--- config.mk ---
export PLATFORM = sky130hd
export DESIGN_NAME = bk_adder
export DESIGN_NICKNAME = d
export VERILOG_FILES = /design/src/rtl/bk_adder_pkg.sv /design/src/rtl/bk_prefix_cell.sv /design/src/rtl/bk_adder.sv
export SDC_FILE = /design/constraint.sdc
export NUM_CORES = 1
export LEC_CHECK = 0
export BUFFER_PORTS_ARGS = -buffer_cell sky130_fd_sc_hd__buf_4
export CORE_UTILIZATION = 25
export DETAILED_ROUTE_END_ITERATION = 6
export PLACE_DENSITY_LB_ADDON = 0.12
export SLEW_MARGIN = 20
export SYNTH_ARGS = -nofsm -noshare
export SYNTH_HDL_FRONTEND = slang
export SYNTH_SLANG_ARGS = --single-unit
--- constraint.sdc ---
create_clock -name clk -period 2.8 [get_ports clk]
set_input_delay 0.42 -clock clk [delete_from_list [all_inputs] [get_ports clk]]
set_output_delay 0.42 -clock clk [all_outputs]
set_load 0.01 [all_outputs]
--- src/rtl/bk_adder_pkg.sv ---
// Shared constants and prefix-network wiring types for the Brent-Kung adder.
package bk_adder_pkg;

  localparam int unsigned WIDTH_DEFAULT = 16;
  localparam int unsigned LEVELS        = $clog2(WIDTH_DEFAULT);

  // Generate/propagate pair carried through every prefix node.
  typedef struct packed {
    logic g;
    logic p;
  } gp_t;

endpackage

--- src/rtl/bk_prefix_cell.sv ---
// Brent-Kung prefix operator: merges a high span (gh,ph) with the adjacent low span (gl,pl).
module bk_prefix_cell (
  input  logic gh,
  input  logic ph,
  input  logic gl,
  input  logic pl,
  output logic g,
  output logic p
);

  assign g = gh | (ph & gl);
  assign p = ph & pl;

endmodule

--- src/rtl/bk_adder.sv ---
// Registered WIDTH-bit unsigned adder with a Brent-Kung carry network; s[WIDTH] is carry-out.
module bk_adder
  import bk_adder_pkg::*;
#(
  parameter int unsigned WIDTH = WIDTH_DEFAULT
) (
  input  logic             clk,
  input  logic             rst,
  input  logic [WIDTH-1:0] a,
  input  logic [WIDTH-1:0] b,
  output logic [WIDTH:0]   s
);

  localparam int unsigned LV     = $clog2(WIDTH);
  localparam int unsigned STAGES = 2 * LV;

  logic [WIDTH-1:0] g_bit;
  logic [WIDTH-1:0] p_bit;
  logic [WIDTH-1:0] prefix_g;
  logic [WIDTH-1:0] unused_prefix_p;
  logic [WIDTH-1:0] carry;
  logic [WIDTH:0]   sum_c;

  assign g_bit = a & b;
  assign p_bit = a ^ b;

  // Stage 0 holds bit terms; stages 1..LV sweep up, LV+1..2*LV-1 sweep down.
  for (genvar j = 0; j < STAGES; j++) begin : stage
    gp_t node [WIDTH];
    if (j == 0) begin : g_bits
      for (genvar i = 0; i < WIDTH; i++) begin : g_col
        assign node[i] = '{g: g_bit[i], p: p_bit[i]};
      end
    end else begin : g_net
      localparam int K = (j <= LV) ? j : (2 * LV - j);
      localparam int H = 1 << (K - 1);
      for (genvar i = 0; i < WIDTH; i++) begin : g_col
        localparam bit IS_NODE = (j <= LV)
                               ? (((i + 1) % (2 * H)) == 0)
                               : (((i + 1) >= (3 * H)) && (((i + 1 - 3 * H) % (2 * H)) == 0));
        if (IS_NODE) begin : g_op
          bk_prefix_cell u_cell (
            .gh (stage[j-1].node[i].g),
            .ph (stage[j-1].node[i].p),
            .gl (stage[j-1].node[i-H].g),
            .pl (stage[j-1].node[i-H].p),
            .g  (node[i].g),
            .p  (node[i].p)
          );
        end else begin : g_pass
          assign node[i] = stage[j-1].node[i];
        end
      end
    end
  end

  for (genvar i = 0; i < WIDTH; i++) begin : g_out
    assign prefix_g[i]        = stage[STAGES-1].node[i].g;
    assign unused_prefix_p[i] = stage[STAGES-1].node[i].p;
  end

  // Carry into bit i is the group generate of bits i-1..0; carry-in is zero.
  assign carry = {prefix_g[WIDTH-2:0], 1'b0};
  assign sum_c = {prefix_g[WIDTH-1], p_bit ^ carry};

  always_ff @(posedge clk) begin
    if (rst) s <= '0;
    else     s <= sum_c;
  end

endmodule

# Word-level counts from Yosys, hierarchy flattened
# Cells that the tools add are included.
[op_classes]
bitwise = 66
[op_table]
columns = ["op", "n"]
rows = [
  ["$and A1 B1 Y1", 37],
  ["$xor A16 B16 Y16", 2],
  ["$or A1 B1 Y1", 26],
  ["$and A16 B16 Y16", 1],
]
[word_totals]
register_bits = 17
in_bits = 34
output_inout_bits = 17
word_cells = 67

# Longest topological paths before layout
# Gate-level depths: netlist (run 1).
[depth]
depth_word = 14
mapped_depth = 9
ltp_nobuf = 9

# Cells and area by module
# A second synthesis (run 1) with hierarchy kept.
[hier_totals]
hier_cells = 119
area_unflattened_um2 = 1158.6
[modules_own_cells]
columns = ["module", "n_inst", "cells_each", "area_each_um2", "seq_area_each_um2"]
rows = [
  ["bk_adder", 1, 67, 768.2, 340.3],
  ["bk_prefix_cell", 26, 2, 15.0, 0.0],
]

# Worst setup path before layout (run 1)
# No wires, ideal clock.
[synth_path]
kind = "input to register"
startpoint = "input port a[0]"
endpoint = "register s[15]"
setup_time_ns = 0.128
t_arrival_ns = 2.275
t_required_ns = 2.672
setup_slack_ns = 0.398
stages = 9
path_buffers = 0
path_cell_list = "ha_1 -> fa_1 -> a211oi_1 -> o211ai_2 -> a31oi_2 -> o21ai_1 -> fa_1 -> xnor2_1 -> nor2_1"
[synth_via]
elab_chain_cells = 14
[synth_rtl]
columns = ["element", "line_no", "source"]
rows = [
  ["start: declaration", "bk_adder.sv:9", "input logic [WIDTH-1:0] a,"],
  ["$and A16 B16 Y16", "bk_adder.sv:24", "assign g_bit = a & b;"],
  ["$and A1 B1 Y1", "bk_prefix_cell.sv:11", "assign g = gh | (ph & gl);"],
  ["$or A1 B1 Y1", "bk_prefix_cell.sv:11", ""],
  ["$and A1 B1 Y1", "bk_prefix_cell.sv:11", ""],
  ["$or A1 B1 Y1", "bk_prefix_cell.sv:11", ""],
  ["$and A1 B1 Y1", "bk_prefix_cell.sv:11", ""],
  ["$or A1 B1 Y1", "bk_prefix_cell.sv:11", ""],
  ["$and A1 B1 Y1", "bk_prefix_cell.sv:11", ""],
  ["$or A1 B1 Y1", "bk_prefix_cell.sv:11", ""],
  ["$and A1 B1 Y1", "bk_prefix_cell.sv:11", ""],
  ["$or A1 B1 Y1", "bk_prefix_cell.sv:11", ""],
  ["$and A1 B1 Y1", "bk_prefix_cell.sv:11", ""],
  ["$or A1 B1 Y1", "bk_prefix_cell.sv:11", ""],
  ["$xor A16 B16 Y16", "bk_adder.sv:64", "assign sum_c = {prefix_g[WIDTH-1], p_bit ^ carry};"],
  ["end signal: assignment", "bk_adder.sv:68", "else s <= sum_c;"],
  ["end: declaration", "bk_adder.sv:11", "output logic [WIDTH:0] s"],
]
# No other way between the ends.
# A chain may end at the register's enable or synchronous reset.

# Worst setup path after layout (run 1)
# Same ends and word-level chain as after synthesis.

==> impl_metrics.py, run 1 <==
metrics = {
    "setup_path": {
        "crit_fanout": 3,
        "crit_path_start_kind": "primary input",
        "worstSetupEndpointType": "register",
        "cp.arrival_ns": 2.54,
        "criticalPathCategory": "in2reg",
        "worst_ep_required_time_ns": 2.94,
    },
    "power_and_ir_drop": {
        "p_comb_share_pct": 33.7,
        "switching_share_pct": 28.29,
        "total_leakage_power_nw": 0.7600,
        "seqPwrFrac_pct": 40.1,
        "ir_drop_mv": 0.1364,
        "p_int_mw": 0.5025,
        "power.density_mw_per_mm2": 460.6,
        "switchingPower_mw": 0.1982,
        "pwr-share-clk_pct": 26.2,
    },
    "timing": {
        "finalSetupTns_ns": 0,
        "max_slew_margin_pct": 75.29,
        "post-route-period-util_pct": 85.65,
        "rsz0062_at_grt": "false",
        "worst_pin_slew_ns": 0.3685,
        "hold_viol": 0,
        "setup_viol": 0,
        "final.min_clock_period_ns": 2.398,
        "fmax_mhz": 417.0,
        "slew_viol_final": 0,
    },
    "final_layout": {
        "reg_top3": "s (17)",
        "nets": 211,
        "largest_reg_flops": 17,
        "antenna_cells": 0,
        "largest-register": "s",
        "design_area_sq_mm": 0.001521,
        "areaGrowthSynthToFinish_pct": 45.45,
        "drive_above_1_share_pct": 37.25,
        "final_util_pct": 38.04,
    },
    "min_path": {
        "hp-class": "in2reg",
    },
    "floorplan": {
        "rows": 23,
        "die-area_sq_mm": 0.004447,
        "die_w_microns": 66.69,
        "fp.coreArea_sq_mm": 0.004000,
        "die_h_microns": 66.69,
        "initial_core_util_pct": 26.15,
        "num_io_pins": 51,
    },
    "run_status": {
        "outcome": "complete, but fails checks",
        "violations": "DRC",
    },
    "clocking": {
        "clockBufferDepth": 2,
        "clock_sinks": 17,
        "cts_resized": 0,
        "postCtsSetupBuffers": 0,
        "cts.clk_slew.worst_paths_ns": 0.07,
        "cts_tree": "built",
        "hold_buffers": 0,
        "h-tree-depth": 1,
        "numCtsBuffers": 3,
        "cts_root_buf": "clkbuf_8",
    },
    "synthesis": {
        "netlist.area_leader.share_pct": 32.54,
        "yosysMostFrequentCell": "dfxtp_1",
        "synth_nets": 158,
        "seq_area_frac_synth_pct": 32.54,
        "synth-seq-cells": 17,
        "avgSynthCellArea_sq_um": 10.36,
        "synth_edf_count": 0,
        "synth_top_cell_by_area": "dfxtp_1",
        "syn-cell-area_sq_mm": 0.001046,
        "synthArstFlopShare_pct": 0,
        "ys_types": 24,
        "ys.flop_type": "dfxtp_1",
        "yosysWarnings": 0,
        "synth.area.top_cells": "dfxtp_1, ha_1, fa_1, nor2_1, inv_1",
        "synth_common_cells": "dfxtp_1, ha_1, nor2_1, inv_1, fa_1",
        "synthCells": 101,
    },
    "global_routing": {
        "grt_antenna_before_repair": 0,
        "grt_max_degree": 19,
        "grt_pass1_vias": 891,
        "overflow": 0,
        "grt_pass1_wl_microns": 3539,
        "grt_usage_pct": 10.89,
    },
    "route": {
        "ant_nets": 0,
        "drt_iter0_drc": 16,
        "vias_per_cell": 4.266,
        "wl_per_cell_microns": 10.76,
        "drc_errors": 2,
        "drt-total-wl_microns": 2185,
        "dr.pass1.iters": 6,
        "via_count": 866,
    },
    "place": {
        "port_buffers": 50,
        "place_congestion": 0.6921,
        "hpwl_microns": 1891,
        "place_area_sq_mm": 0.001476,
    },
    "flow_run": {
        "maxCapViolations": 0,
    },
}
==> layout make-up <==
class                   instances  area [sq um]
repair buffers                 50         375.4
flip-flops and latches         17         340.3
multi-input cells              72         660.6
fillers                       407          2479
well taps                      50         62.56
clock buffers                   4         45.04
inverters                      10         37.54
==> path summary, 6_finish.rpt <==
kind,depth (start not counted),from,endpoint
worst max-delay path,10,a[0],s[15]
worst min-delay path,2,rst,s[2]
==> layer usage <==
layer  wire [microns]  track usage, %
met1              911           11.79
met2             1110           18.81
met3              149           2.911
met4               14           6.383
met5                0               0
==> placed cells by master (no fill, tap or decap) <==
cell type,n
a211oi_1,1
a21o_1,2
a21oi_1,6
a221o_1,1
a31oi_2,1
and2_1,1
buf_4,50
clkbuf_1,1
clkbuf_8,3
dfxtp_1,17
fa_1,8
ha_1,15
inv_1,10
nand2_1,3
nand2b_1,1
nor2_1,12
nor2b_1,5
nor3_1,1
o211ai_1,1
o211ai_2,2
o21a_1,1
o21ai_0,2
o21ai_1,1
o41ai_2,1
xnor2_1,3
xor2_1,4
==> metrics by stage <==
step	setup slack [ns]	power [mW]	hold WS, ns	cells
2_1_floorplan	0.3978	0.4155	0.6444	101
3_3_place_gp	0.1426	0.5249	0.7491	199
3_5_place_dp	0.1344	0.5284	0.7389	199
4_1_cts	0.4027	0.7162	0.4741	203
5_1_grt	0.2419	0.7560	0.4942	203
6_report	0.4017	0.7008	0.4736	203
==> logic make-up (layout without fill, tap and decap cells) <==
| family | Yosys count | count (layout) | share of synthesized area [%] |
|---|---|---|---|
| buffers and inverters | 12 | 64 | 4.307 |
| adders and majority gates | 23 | 23 | 33.25 |
| xor gates and xnor gates | 7 | 7 | 5.861 |
| and+or+nand+nor | 23 | 23 | 10.05 |
| AOI/OAI and AO/OA | 19 | 19 | 14.00 |
| DFF | 17 | 17 | 32.54 |
==> power groups by stage <==
stage / registers [mW] / clock network (mW) / logic [mW]
6_report: 0.281 / 0.183 / 0.236
2_1_floorplan: 0.304 / 0 / 0.112
4_1_cts: 0.282 / 0.192 / 0.242
5_1_grt: 0.284 / 0.204 / 0.268
3_5_place_dp: 0.287 / 0 / 0.241
3_3_place_gp: 0.287 / 0 / 0.238
==> worst max-delay path, stage by stage <==
cell	delay (ns)
buf_4	0.11
ha_1	0.19
fa_1	0.41
a211oi_1	0.36
o211ai_2	0.14
a31oi_2	0.22
o21ai_1	0.11
fa_1	0.38
xnor2_1	0.16
nor2_1	0.05
No activity file was read; power rests on OpenSTA's default activity.
==> run 2: changes to the inputs <==
--- a/config.mk
+++ b/config.mk
@@ -9,6 +9,7 @@
 export CORE_UTILIZATION = 25
 export DETAILED_ROUTE_END_ITERATION = 6
 export PLACE_DENSITY_LB_ADDON = 0.12
+export REMOVE_ABC_BUFFERS = 1
 export SLEW_MARGIN = 20
 export SYNTH_ARGS = -nofsm -noshare
 export SYNTH_HDL_FRONTEND = slang
==> run 2 against run 1 <==
Net effect:
- the run now ends clean
- setup slack got worse by 0.092 ns
- worst hold slack better by 0.0013 ns
- global-route usage shrank 0.12 points
- critical path type unchanged
- largest cell class unchanged
- largest power group unchanged
- highest routed layer unchanged
==> impl_metrics.py, run 2 (synthesized netlist as in run 1, its figures left out) <==
metrics = {
    "clocking": {
        "h-tree-depth": 1,
        "cts_resized": 0,
        "numCtsBuffers": 3,
        "hold_buffers": 0,
        "cts.clk_slew.worst_paths_ns": 0.07,
        "cts_root_buf": "clkbuf_8",
        "clock_sinks": 17,
        "postCtsSetupBuffers": 0,
        "clockBufferDepth": 2,
        "cts_tree": "built",
    },
    "floorplan": {
        "die_h_microns": 66.69,
        "initial_core_util_pct": 26.15,
        "die_w_microns": 66.69,
        "die-area_sq_mm": 0.004447,
        "num_io_pins": 51,
        "fp.coreArea_sq_mm": 0.004000,
        "rows": 23,
    },
    "route": {
        "via_count": 886,
        "drt-total-wl_microns": 2078,
        "dr.pass1.iters": 4,
        "drt_iter0_drc": 20,
        "drc_errors": 0,
        "vias_per_cell": 4.365,
        "ant_nets": 0,
        "wl_per_cell_microns": 10.24,
    },
    "final_layout": {
        "largest-register": "s",
        "fillers": 415,
        "design_area_sq_mm": 0.001523,
        "stdcell_count": 203,
        "final_util_pct": 38.07,
        "final_cell_mix": "buf_4, dfxtp_1, ha_1, nor2_1, inv_1",
        "reg_top3": "s (17)",
        "antenna_cells": 0,
        "drive_above_1_share_pct": 37.91,
        "mostFrequentLayoutCell": "buf_4",
        "largest_reg_flops": 17,
        "areaGrowthSynthToFinish_pct": 45.57,
        "nets": 211,
    },
    "global_routing": {
        "grt_antenna_before_repair": 0,
        "grt_max_degree": 19,
        "met1_usage_pct": 12.17,
        "grt_pass1_wl_microns": 3663,
        "grt_pass1_vias": 913,
        "met3_usage_pct": 1.027,
        "grt_usage_pct": 10.77,
        "use_met2_pct": 20.08,
        "busiest_layer": "met2",
        "overflow": 0,
    },
    "timing": {
        "slew_viol_final": 0,
        "worst_pin_slew_ns": 0.4183,
        "max_slew_margin_pct": 71.95,
        "setup_viol": 0,
        "rsz0062_at_grt": "false",
        "final.min_clock_period_ns": 2.490,
        "hold_viol": 0,
        "fmax_mhz": 401.6,
        "finalSetupTns_ns": 0,
        "post-route-period-util_pct": 88.94,
    },
    "place": {
        "port_buffers": 50,
        "place_area_sq_mm": 0.001476,
        "place_congestion": 0.6878,
        "place_inst": 199,
        "hpwl_microns": 1841,
    },
    "setup_path": {
        "crit_fanout": 3,
        "crit_end": "s[15]",
        "critical_path.startpoint": "a[0]",
        "worst_ep_required_time_ns": 2.94,
        "criticalPathCategory": "in2reg",
        "cp.arrival_ns": 2.63,
        "worstSetupEndpointType": "register",
        "crit_path_start_kind": "primary input",
    },
    "min_path": {
        "hp-class": "in2reg",
    },
    "power_and_ir_drop": {
        "total_leakage_power_nw": 0.7627,
        "ir_drop_mv": 0.1207,
        "power_mw": 0.7004,
        "power.density_mw_per_mm2": 460.0,
    },
    "flow_run": {
        "maxCapViolations": 0,
    },
    "run_status": {
        "outcome": "finished, final reports clean",
    },
}
==> run 2: worst min-delay path by stage <==
stage	start	endpoint	cells past startpoint
after floorplan	rst	s[10]	1
after global placement	b[0]	s[0]	3
after detailed placement	rst	s[6]	2
after CTS	rst	s[10]	2
after global routing	rst	s[6]	2
final	rst	s[10]	2
==> run 2: area by class of cell <==
cell class                      instances  area [sq um]  share of cell area, %
Inverter                               10         37.54                  2.465
Timing Repair Buffer                   50         375.4                  24.65
Tap cell                               50         62.56                  4.108
Clock inverter                          1         5.005                 0.3287
Sequential cell                        17         340.3                  22.35
Multi-Input combinational cell         72         660.6                  43.39
Clock buffer                            3         41.29                  2.712
==> run 2: metrics by stage <==
step                      worst slack (ns)  hold WS (ns)
after floorplan                     0.4108        0.4867
after global placement              0.1389        0.7427
after detailed placement           0.04065        0.7521
after CTS                           0.3021        0.4864
after global routing                0.1672        0.4891
final                               0.3098        0.4749
==> run 2: worst max-delay path, stage by stage <==
cell and delay (ns):
buf_4 0.11, ha_1 0.20, fa_1 0.41, a211oi_1 0.40, o211ai_2 0.14, a31oi_2 0.23
o21ai_1 0.12, fa_1 0.38, xnor2_1 0.17, nor2_1 0.05
==> run 2: power by group <==
group	internal, mW	total [mW]	leakage, nW	switching [mW]
combinational	0.128	0.234	0.596	0.106
sequential	0.273	0.282	0.142	0.00809
clock	0.0985	0.185	0.0255	0.0866
total	0.500	0.700	0.763	0.201
==> run 2: routing by layer <==
layer  share of wire, %  routed length, microns  vias to the layer above
met5                  0                       0                        -
met4                1.6                      34                        0
met3                4.8                     100                        2
met2                 54                    1120                       25
met1                 40                     823                      419
li1                   -                       -                      440
